File: config.mk
export PLATFORM = sky130hd
export DESIGN_NAME = timer_bcd_counter
export DESIGN_NICKNAME = d
export VERILOG_FILES = /design/src/rtl/timer_bcd_counter.sv
export SDC_FILE = /design/constraint.sdc
export NUM_CORES = 1
export LEC_CHECK = 0
export CORE_MARGIN = 1
export CORE_UTILIZATION = 54
export CTS_CLUSTER_DIAMETER = 50
export DETAILED_ROUTE_END_ITERATION = 16
export PLACE_DENSITY = 0.81
export SYNTH_ARGS = -nofsm -noshare
export SYNTH_HDL_FRONTEND = slang
export SYNTH_SLANG_ARGS = --single-unit
File: constraint.sdc
create_clock -name sys_clk -period 3.7 [get_ports sys_clk]
set_clock_uncertainty 0.2 [all_clocks]
set_input_delay 0.925 -clock sys_clk [delete_from_list [all_inputs] [get_ports sys_clk]]
set_output_delay 0.925 -clock sys_clk [all_outputs]
set_load 0.01 [all_outputs]
File: src/rtl/timer_bcd_counter.sv
// timer_bcd_counter
//   Turns each rising edge of timer_clk (a level synchronous to sys_clk) into
//   a one-second tick and keeps an MM:SS count in packed BCD. Counts up with
//   wrap at MIN_LIMIT:59 or down with expiry at 00:00. Accepts a validated
//   BCD preload.
//
// Ports
//   sys_clk      in   system clock
//   int_reset_b  in   asynchronous active-low reset
//   timer_clk    in   divided timer level; rising edge = one tick
//   timer_clear  in   synchronous clear of count, done and pulses
//   timer_pause  in   hold count; ticks during pause are dropped
//   count_down   in   1 = count down, 0 = count up (sampled on a tick)
//   load         in   single-cycle preload strobe
//   load_bcd     in   [15:12] min tens, [11:8] min ones, [7:4] sec tens, [3:0] sec ones
//   time_bcd     out  current count, same packing as load_bcd
//   timer_done   out  sticky, high while the FSM is EXPIRED (FSM state view)
//   rollover     out  one-cycle pulse on the up-mode wrap to 00:00
//   load_err     out  one-cycle pulse when a load is rejected
//
// Handshake: there is none; load and timer_clear are single-cycle strobes
// acted on in the cycle they are high, with priority
// timer_clear > load > timer_pause > tick.
module timer_bcd_counter #(
    parameter int unsigned MIN_LIMIT = 59
) (
    input  logic        sys_clk,
    input  logic        int_reset_b,
    input  logic        timer_clk,
    input  logic        timer_clear,
    input  logic        timer_pause,
    input  logic        count_down,
    input  logic        load,
    input  logic [15:0] load_bcd,
    output logic [15:0] time_bcd,
    output logic        timer_done,
    output logic        rollover,
    output logic        load_err
);

    typedef enum logic {RUN = 1'b0, EXPIRED = 1'b1} state_e;

    localparam logic [7:0] MIN_LIMIT_L = 8'(MIN_LIMIT);

    state_e      state_q;
    logic [15:0] time_q;
    logic        timer_clk_q;
    logic        done_q;
    logic        rollover_q;
    logic        load_err_q;

    logic        tick;
    logic [3:0]  s1, s10, m1, m10;
    logic [7:0]  min_val;
    logic [15:0] up_d;
    logic        up_wrap;
    logic [15:0] down_d;
    logic        at_zero;
    logic [7:0]  ld_min;
    logic        load_valid;

    assign tick = timer_clk & ~timer_clk_q;

    assign s1  = time_q[3:0];
    assign s10 = time_q[7:4];
    assign m1  = time_q[11:8];
    assign m10 = time_q[15:12];

    assign min_val = {4'd0, m10} * 8'd10 + {4'd0, m1};
    assign at_zero = (time_q == 16'h0000);

    // Up-count ripple; the wrap decision uses the minute value so any
    // MIN_LIMIT (not only 59/99) wraps at the right place.
    always_comb begin
        up_d    = time_q;
        up_wrap = 1'b0;
        if (s1 != 4'd9) begin
            up_d[3:0] = s1 + 4'd1;
        end else begin
            up_d[3:0] = 4'd0;
            if (s10 != 4'd5) begin
                up_d[7:4] = s10 + 4'd1;
            end else begin
                up_d[7:4] = 4'd0;
                if (min_val >= MIN_LIMIT_L) begin
                    up_d    = 16'h0000;
                    up_wrap = 1'b1;
                end else if (m1 != 4'd9) begin
                    up_d[11:8] = m1 + 4'd1;
                end else begin
                    up_d[11:8]  = 4'd0;
                    up_d[15:12] = m10 + 4'd1;
                end
            end
        end
    end

    // Down-count ripple borrow; only used when the count is non-zero.
    always_comb begin
        down_d = time_q;
        if (s1 != 4'd0) begin
            down_d[3:0] = s1 - 4'd1;
        end else begin
            down_d[3:0] = 4'd9;
            if (s10 != 4'd0) begin
                down_d[7:4] = s10 - 4'd1;
            end else begin
                down_d[7:4] = 4'd5;
                if (m1 != 4'd0) begin
                    down_d[11:8] = m1 - 4'd1;
                end else begin
                    down_d[11:8]  = 4'd9;
                    down_d[15:12] = m10 - 4'd1;
                end
            end
        end
    end

    // Preload validation; minute value is 8 bits because illegal digits
    // (up to 15) can push 10*tens+ones past 127.
    assign ld_min = {4'd0, load_bcd[15:12]} * 8'd10 + {4'd0, load_bcd[11:8]};
    assign load_valid = (load_bcd[3:0]   <= 4'd9) &&
                        (load_bcd[7:4]   <= 4'd5) &&
                        (load_bcd[11:8]  <= 4'd9) &&
                        (load_bcd[15:12] <= 4'd9) &&
                        (ld_min <= MIN_LIMIT_L);

    always_ff @(posedge sys_clk or negedge int_reset_b) begin
        if (!int_reset_b) begin
            state_q     <= RUN;
            time_q      <= 16'h0000;
            timer_clk_q <= 1'b0;
            done_q      <= 1'b0;
            rollover_q  <= 1'b0;
            load_err_q  <= 1'b0;
        end else begin
            // Edge detector tracks every cycle, so ticks seen during pause,
            // clear or load are lost rather than replayed.
            timer_clk_q <= timer_clk;
            rollover_q  <= 1'b0;
            load_err_q  <= 1'b0;
            if (timer_clear) begin
                time_q  <= 16'h0000;
                state_q <= RUN;
                done_q  <= 1'b0;
            end else if (load) begin
                if (load_valid) begin
                    time_q  <= load_bcd;
                    state_q <= RUN;
                    done_q  <= 1'b0;
                end else begin
                    load_err_q <= 1'b1;
                end
            end else if (!timer_pause && tick && state_q == RUN) begin
                if (count_down) begin
                    if (at_zero) begin
                        // Already at 00:00 (e.g. after loading 0000): expire
                        // without touching the count.
                        state_q <= EXPIRED;
                        done_q  <= 1'b1;
                    end else begin
                        time_q <= down_d;
                        if (down_d == 16'h0000) begin
                            state_q <= EXPIRED;
                            done_q  <= 1'b1;
                        end
                    end
                end else begin
                    time_q     <= up_d;
                    rollover_q <= up_wrap;
                end
            end
        end
    end

    assign time_bcd   = time_q;
    assign timer_done = done_q;
    assign rollover   = rollover_q;
    assign load_err   = load_err_q;

endmodule

==> out/qor.txt, run 1 <==
ant diodes = 0
Hold Path Sink = timer_done
Cell variety after synth = 70
final critical-path share of the clock period = 99.35%
Die H = 68.86 um
TritonCTS clock tree = built
IO buf count = 41
worst-margin pin slew = 999.9 ps
Seq pwr share = 28.7%
area of the multi-input gates = 1857 um2
FF+latch area = 500.5 um2
Post-Syn Area per Cell = 8.380 um2
vias in the first global route = 2337
f_max = 0.2720 GHz
sequential fraction of the synthesis area = 20.74%
crit path kind = in -> reg
register bit count reported by yosys = 20
initial drt markers = 148
Reg-to-Reg End = time_bcd[15]
crit path cell chain = buf_8 > ha_4 > ha_4 > inv_2 > fa_1 > nand2b_4 > or4_4 > a221oi_4 > o211ai_4 > or2_4 > a211oi_2
number of remaining DRC errors = 0
Pleak = 1.343 nW
TritonCTS buffer count = 3
HP Class = reg -> reg
combinational group share of total power = 54.9%
via count = 2480
max_cap viols = 0
I/O Pins = 42
RSZ-0062 raised after global routing = yes
fin. max-slew vios = 0
CP arrival = 3660 ps
final worst slack = 24.14 ps
ANT nets after route = 0
R2R Setup Slk = 550 ps
Starting Density = 58.24%
Peak VDD IR = 0.1791 mV
Startpoint Class = input port
CTS H-tree lvls = 1
DR WL/cell = 17.12 um
routability cong. = 0.9401
Top FF cell, synth = dfrtp_1
Reg2Reg Depth = 10
Root Driver = clkbuf_8
top sig layer = met4
post-synthesis async set-or-reset flop share = 100.0%
reg2reg start = time_bcd[13]
critical path's most frequent cell = ha_4
clock sinks = 20
Via density = 6.263
met2 routed WL = 3.329 mm
clock share of power = 16.4%
deepest clock path buffer count = 2
hold_sp = timer_done
DRT Pass-1 Iters = 5
number of synthesized flops with an enable pin = 0
DIE WIDTH = 68.86 um
Rel. slew slack = 33.13%
fillcell total = 311
CP max stage delay = 550 ps
total track usage = 30.64%
fraction of power spent switching nets = 42.79%
Post-Route WL = 6.779 mm
Mapped Area = 2414 um2
status = completed
CP max stage cell = or4_4
initial antenna violation count = 0
Post-Syn Nets = 338
Synth Instances = 288
clock latency on the worst-skew pair = 270 ps
Core Util, Final = 75.94%
total gr overflow = 0
layout overhead on the synthesized area = 30.38%
Core Box Area = 4144 um2
first-pass GRT wire length = 10.80 mm
DIE AREA = 4741 um2
routed wl met3 = 376 um
crit path time final = 3676 ps
dpl hpwl = 5.134 mm
# setup viols final = 0
final net count = 397
clk slew on worst S/H paths = 90 ps
critical path peak fanout = 7
Yosys warnings = 0
Sw Pwr = 0.4713 mW
pin count of the biggest net entering global routing = 21
Site Rows = 23
Crit. End Element = register
layout cells sized above 1 = 18.79%
Internal = 0.6300 mW
Metal-1 WL = 3.023 mm
Post-Place Worst Slack = -704.9 ps
Hold Path Depth = 2
CP required = 3690 ps
Cell Pwr Density = 350.0 nW/um2
endpoints failing hold = 0
==> layout make-up <==
type / instances / share of cell area (%)
Timing Repair Buffer: 67 / 19.20
Sequential cell: 20 / 15.90
Inverter: 18 / 2.147
Clock buffer: 4 / 1.750
Multi-Input combinational cell: 237 / 59.01
Tap cell: 50 / 1.988
==> timing repair <==
action | in CTS | in global routing
buffers inserted | 3 | 1
setup endpoints to repair | 17 | 12
pin swaps | 10 | 12
hold buffers | 0 | 0
resized for setup | 16 | 13
==> placed cells by master (no fill, tap or decap), types with 3 or more instances in the layout <==
cell	Yosys	routed
inv_1	18	17
ha_1	23	19
a221oi_1	4	4
o21ai_0	13	13
buf_4	0	26
o21ai_1	9	9
nor2b_1	4	4
clkbuf_8	0	4
a21o_1	3	3
xor2_1	4	4
fa_1	4	3
and3_1	4	4
o22ai_1	5	5
o31ai_1	6	4
clkdlybuf4s50_1	0	36
nand2_1	27	27
nor2_1	18	18
o31ai_2	1	3
nand3_1	9	9
xnor2_1	4	4
a21oi_1	21	20
dfrtp_1	20	20
a31oi_1	7	7
a211oi_1	4	4
nor3_1	6	6
==> synth_stat cells, types with 3 or more instances <==
library cell / n / share of area, %
inv_1: 18 / 2.8
buf_2: 4 / 0.83
nand3_1: 9 / 1.9
a21oi_1: 21 / 4.4
clkbuf_1: 7 / 1.1
a31oi_1: 7 / 1.8
a211oi_1: 4 / 1.2
o21ai_0: 13 / 2.7
and3_1: 4 / 1.0
dfrtp_1: 20 / 21
o22ai_1: 5 / 1.3
a221oi_1: 4 / 1.5
nor2b_1: 4 / 1.0
a21o_1: 3 / 0.93
xnor2_1: 4 / 1.5
o21ai_1: 9 / 1.9
nor2_1: 18 / 2.8
ha_1: 23 / 12
fa_1: 4 / 3.3
xor2_1: 4 / 1.5
nand2_1: 27 / 4.2
o31ai_1: 6 / 1.9
nor3_1: 6 / 1.2
==> how the worst max path moves through the flow <==
stage | start | end | slack [ps] | cells past startpoint
after floorplan | load_bcd[15] | time_bcd[14] | 6 | 11
after CTS | load_bcd[12] | time_bcd[12] | 2 | 11
final | load_bcd[15] | time_bcd[12] | 20 | 11
after global routing | load_bcd[15] | time_bcd[12] | -60 | 11
after global placement | load_bcd[13] | time_bcd[7] | -620 | 11
after detailed placement | load_bcd[13] | time_bcd[7] | -700 | 11
==> sequential cells by signal (all words and copies together) (netlist names) <==
| register | cells |
|---|---|
| timer_done | 1 |
| timer_clk_q | 1 |
| rollover | 1 |
| load_err | 1 |
| time_bcd | 16 |
==> power groups by stage <==
stage          combinational [mW]  clock (mW)  sequential (mW)
3_3_place_gp                0.567           0            0.318
5_1_grt                     0.665       0.189            0.323
3_5_place_dp                0.578           0            0.317
2_1_floorplan               0.379           0            0.310
6_report                    0.605       0.180            0.316
4_1_cts                     0.587       0.182            0.313
==> routing by layer <==
layer  vias up  track usage (%)
li1       1210                -
met1      1169            39.54
met2        94            52.55
met3         7            4.112
met4         0            9.439
met5         -                0
==> per-stage QoR <==
stage	power (mW)	area [um2]	cells	hold WS [ps]	TNS [ps]
final	1.101	3147	396	350.0	0
after global routing	1.177	3147	396	386.9	-271.8
after CTS	1.082	3100	395	351.1	0
after detailed placement	0.8952	3015	388	339.3	-10480
after global placement	0.8853	3015	388	333.7	-9227
after floorplan	0.6898	2446	288	322.1	0
==> worst max-delay path, delay by kind of cell <==
family	cells	cell delay [ps]
buf+inv	2	140
compound gates	3	730
fa+ha+maj	3	850
simple gates	3	1000
==> cell families (layout without fill, tap and decap cells) <==
group	count (synthesis)	after routing	share of synthesized area (%)
XOR/XNOR	8	8	2.903
flip-flops	20	20	20.74
adder cells (fa/ha/maj)	27	27	15.24
AO/OA/AOI/OAI	107	107	33.13
buffers and inverters	31	89	5.651
AND/OR/NAND/NOR	92	92	21.05
multiplexers	3	3	1.296
No activity file was read; power rests on OpenSTA's default activity.
==> run 2, diff against run 1 <==
Settings changed: ABC_CLOCK_PERIOD_IN_PS from default to 3700.
==> results of run 2 <==
No change in the layout: final DEF, timing and power equal those of run 1.
==> run 3, diff against run 2 <==
Settings changed: PLACE_DENSITY 0.81 to 0.89.
==> out/qor.txt, run 3 (synthesized netlist as in run 1, its figures left out) <==
most frequent cells in the layout = clkdlybuf4s50_1 (35), nand2_1 (27), buf_4 (24) (was clkdlybuf4s50_1 (36), nand2_1 (27), buf_4 (26))
ANT nets after route = 0 (unchanged)
Cell Pwr Density = 359.7 nW/um2 (was 350.0 nW/um2)
Peak VDD IR = 0.2270 mV (was 0.1791 mV)
number of remaining DRC errors = 0 (unchanged)
total gr overflow = 0 (unchanged)
status = completed (unchanged)
TritonCTS clock tree = built (unchanged)
fin. max-slew vios = 0 (unchanged)
hold_sp = timer_done (unchanged)
Post-Route WL = 6.929 mm (was 6.779 mm)
DIE AREA = 4741 um2 (unchanged)
total track usage = 30.47% (was 30.64%)
Core Box Area = 4144 um2 (unchanged)
max reg flops = 16 (unchanged)
HP Class = reg -> reg (unchanged)
CP required = 3690 ps (about the same)
IO buf count = 41 (unchanged)
routability cong. = 0.9803 (was 0.9401)
final net count = 398 (was 397)
DIE WIDTH = 68.86 um (unchanged)
vias in the first global route = 2426 (was 2337)
Starting Density = 58.24% (unchanged)
clock latency on the worst-skew pair = 270 ps (about the same)
Die H = 68.86 um (unchanged)
Reg2Reg Depth = 10 (unchanged)
Root Driver = clkbuf_8 (unchanged)
deepest clock path buffer count = 2 (unchanged)
final worst slack = 30.44 ps (was 24.14 ps)
DR WL/cell = 17.45 um (was 17.12 um)
Post-Place Worst Slack = -619.2 ps (was -704.9 ps)
Crit. End Element = register (unchanged)
Reg-to-Reg End = time_bcd[15] (unchanged)
clk slew on worst S/H paths = 80 ps (was 90 ps)
worst-margin pin slew = 978.0 ps (was 999.9 ps)
post-route cell area = 3192 um2 (was 3147 um2)
Hold Path Depth = 2 (unchanged)
area of the multi-input gates = 1879 um2 (was 1857 um2)
DRT Pass-1 Iters = 5 (unchanged)
ant diodes = 0 (unchanged)
CP arrival = 3660 ps (about the same)
max_cap viols = 0 (unchanged)
Via density = 6.572 (was 6.263)
placed cells = 387 (was 388)
placed cell area = 3008 um2 (was 3015 um2)
f_max = 0.2725 GHz (was 0.2720 GHz)
Core Util, Final = 77.02% (was 75.94%)
final critical-path share of the clock period = 99.18% (was 99.35%)
crit path time final = 3670 ps (was 3676 ps)
Pleak = 1.367 nW (was 1.343 nW)
fillcell total = 304 (was 311)
Rel. slew slack = 34.59% (was 33.13%)
critical path peak fanout = 7 (unchanged)
layout overhead on the synthesized area = 32.24% (was 30.38%)
# setup viols final = 0 (unchanged)
initial antenna violation count = 0 (unchanged)
crit path cell chain = buf_6 > ha_4 > ha_4 > inv_2 > fa_1 > nand2b_4 > or4_4 > a221oi_4 > o211ai_4 > or2_4 > a211oi_2 (was buf_8 > ha_4 > ha_4 > inv_2 > fa_1 > nand2b_4 > or4_4 > a221oi_4 > o211ai_4 > or2_4 > a211oi_2)
clock sinks = 20 (unchanged)
via count = 2609 (was 2480)
Post-Layout Cell Count = 397 (was 396)
layout cells sized above 1 = 19.88% (was 18.79%)
endpoints failing hold = 0 (unchanged)
TritonCTS buffer count = 3 (unchanged)
RSZ-0062 raised after global routing = yes (unchanged)
CP max stage cell = or4_4 (unchanged)
CTS H-tree lvls = 1 (unchanged)
reg2reg start = time_bcd[15] (was time_bcd[13])
I/O Pins = 42 (unchanged)
crit path kind = in -> reg (unchanged)
Hold Slack = 341.7 ps (was 350.0 ps)
first-pass GRT wire length = 10.92 mm (was 10.80 mm)
critical path's most frequent cell = ha_4 (unchanged)
Site Rows = 23 (unchanged)
dpl hpwl = 4.994 mm (was 5.134 mm)
Startpoint Class = input port (unchanged)
Hold Path Sink = timer_done (unchanged)
FF+latch area = 500.5 um2 (unchanged)
initial drt markers = 226 (was 148)
CP max stage delay = 520 ps (was 550 ps)
commonest non-fill, non-tap cell in the layout = clkdlybuf4s50_1 (unchanged)
pin count of the biggest net entering global routing = 21 (unchanged)
R2R Setup Slk = 410 ps (was 550 ps)
## run 3: cell count changes in the layout (fill, tap and decap cells not counted), sizes merged
cell / before / now
dlymetal6s2s: 1 / 2
bufinv: 0 / 1
clkdlybuf4s50: 36 / 35
clkbuf: 6 / 5
o21ai: 23 / 24
## run 3: metal layers
| layer | GRT usage (%) | vias to the layer above | routed length, um |
|---|---|---|---|
| li1 | - | 1226 | - |
| met1 | 37.93 | 1213 | 2923 |
| met2 | 53.52 | 143 | 3356 |
| met3 | 3.125 | 27 | 443 |
| met4 | 11.73 | 0 | 206 |
| met5 | 0 | - | 0 |
## run 3: worst max path at each step
stage	startpoint	endpoint	cells after the start
after floorplan	load_bcd[15]	time_bcd[14]	11
after global placement	load_bcd[13]	time_bcd[7]	11
after detailed placement	load_bcd[13]	time_bcd[7]	11
after CTS	load_bcd[14]	time_bcd[12]	11
after global routing	load_bcd[13]	time_bcd[12]	11
final	load_bcd[13]	time_bcd[12]	11
## run 3: final cells by class
| type | instances | share of cell area (%) |
|---|---|---|
| inverters | 18 | 2.117 |
| clock buffers | 3 | 1.294 |
| well taps | 50 | 1.960 |
| multi-input cells | 238 | 58.88 |
| flip-flops and latches | 20 | 15.68 |
| repair buffers | 67 | 19.13 |
| clock inverters | 1 | 0.9408 |
## run 3: metrics by stage
stage / power (mW) / setup TNS [ps]
after floorplan: 0.6898 / 0
after global placement: 0.8682 / -8465
after detailed placement: 0.8860 / -9396
after CTS: 1.119 / 0
after global routing: 1.227 / -94.27
final: 1.148 / 0
## run 3: critical path, delay by kind of cell
| kind | cells | cell delay, ps |
|---|---|---|
| compound gates | 3 | 730 |
| simple gates | 3 | 990 |
| buf+inv | 2 | 140 |
| fa+ha+maj | 3 | 870 |
## run 3: what timing repair did
| action | in CTS | in global routing |
|---|---|---|
| setup buffers | 2 | 3 |
| pin swaps | 6 | 12 |
| cloned | 0 | 1 |
| setup endpoints to repair | 17 | 16 |
| gates resized for setup | 13 | 21 |
| hold endpoints to repair | 0 | 0 |
| hold buffers | 0 | 0 |
## run 3: power by group
group | internal, mW | switching (mW)
registers | 0.247 | 0.0803
logic | 0.287 | 0.310
clock network | 0.145 | 0.0793
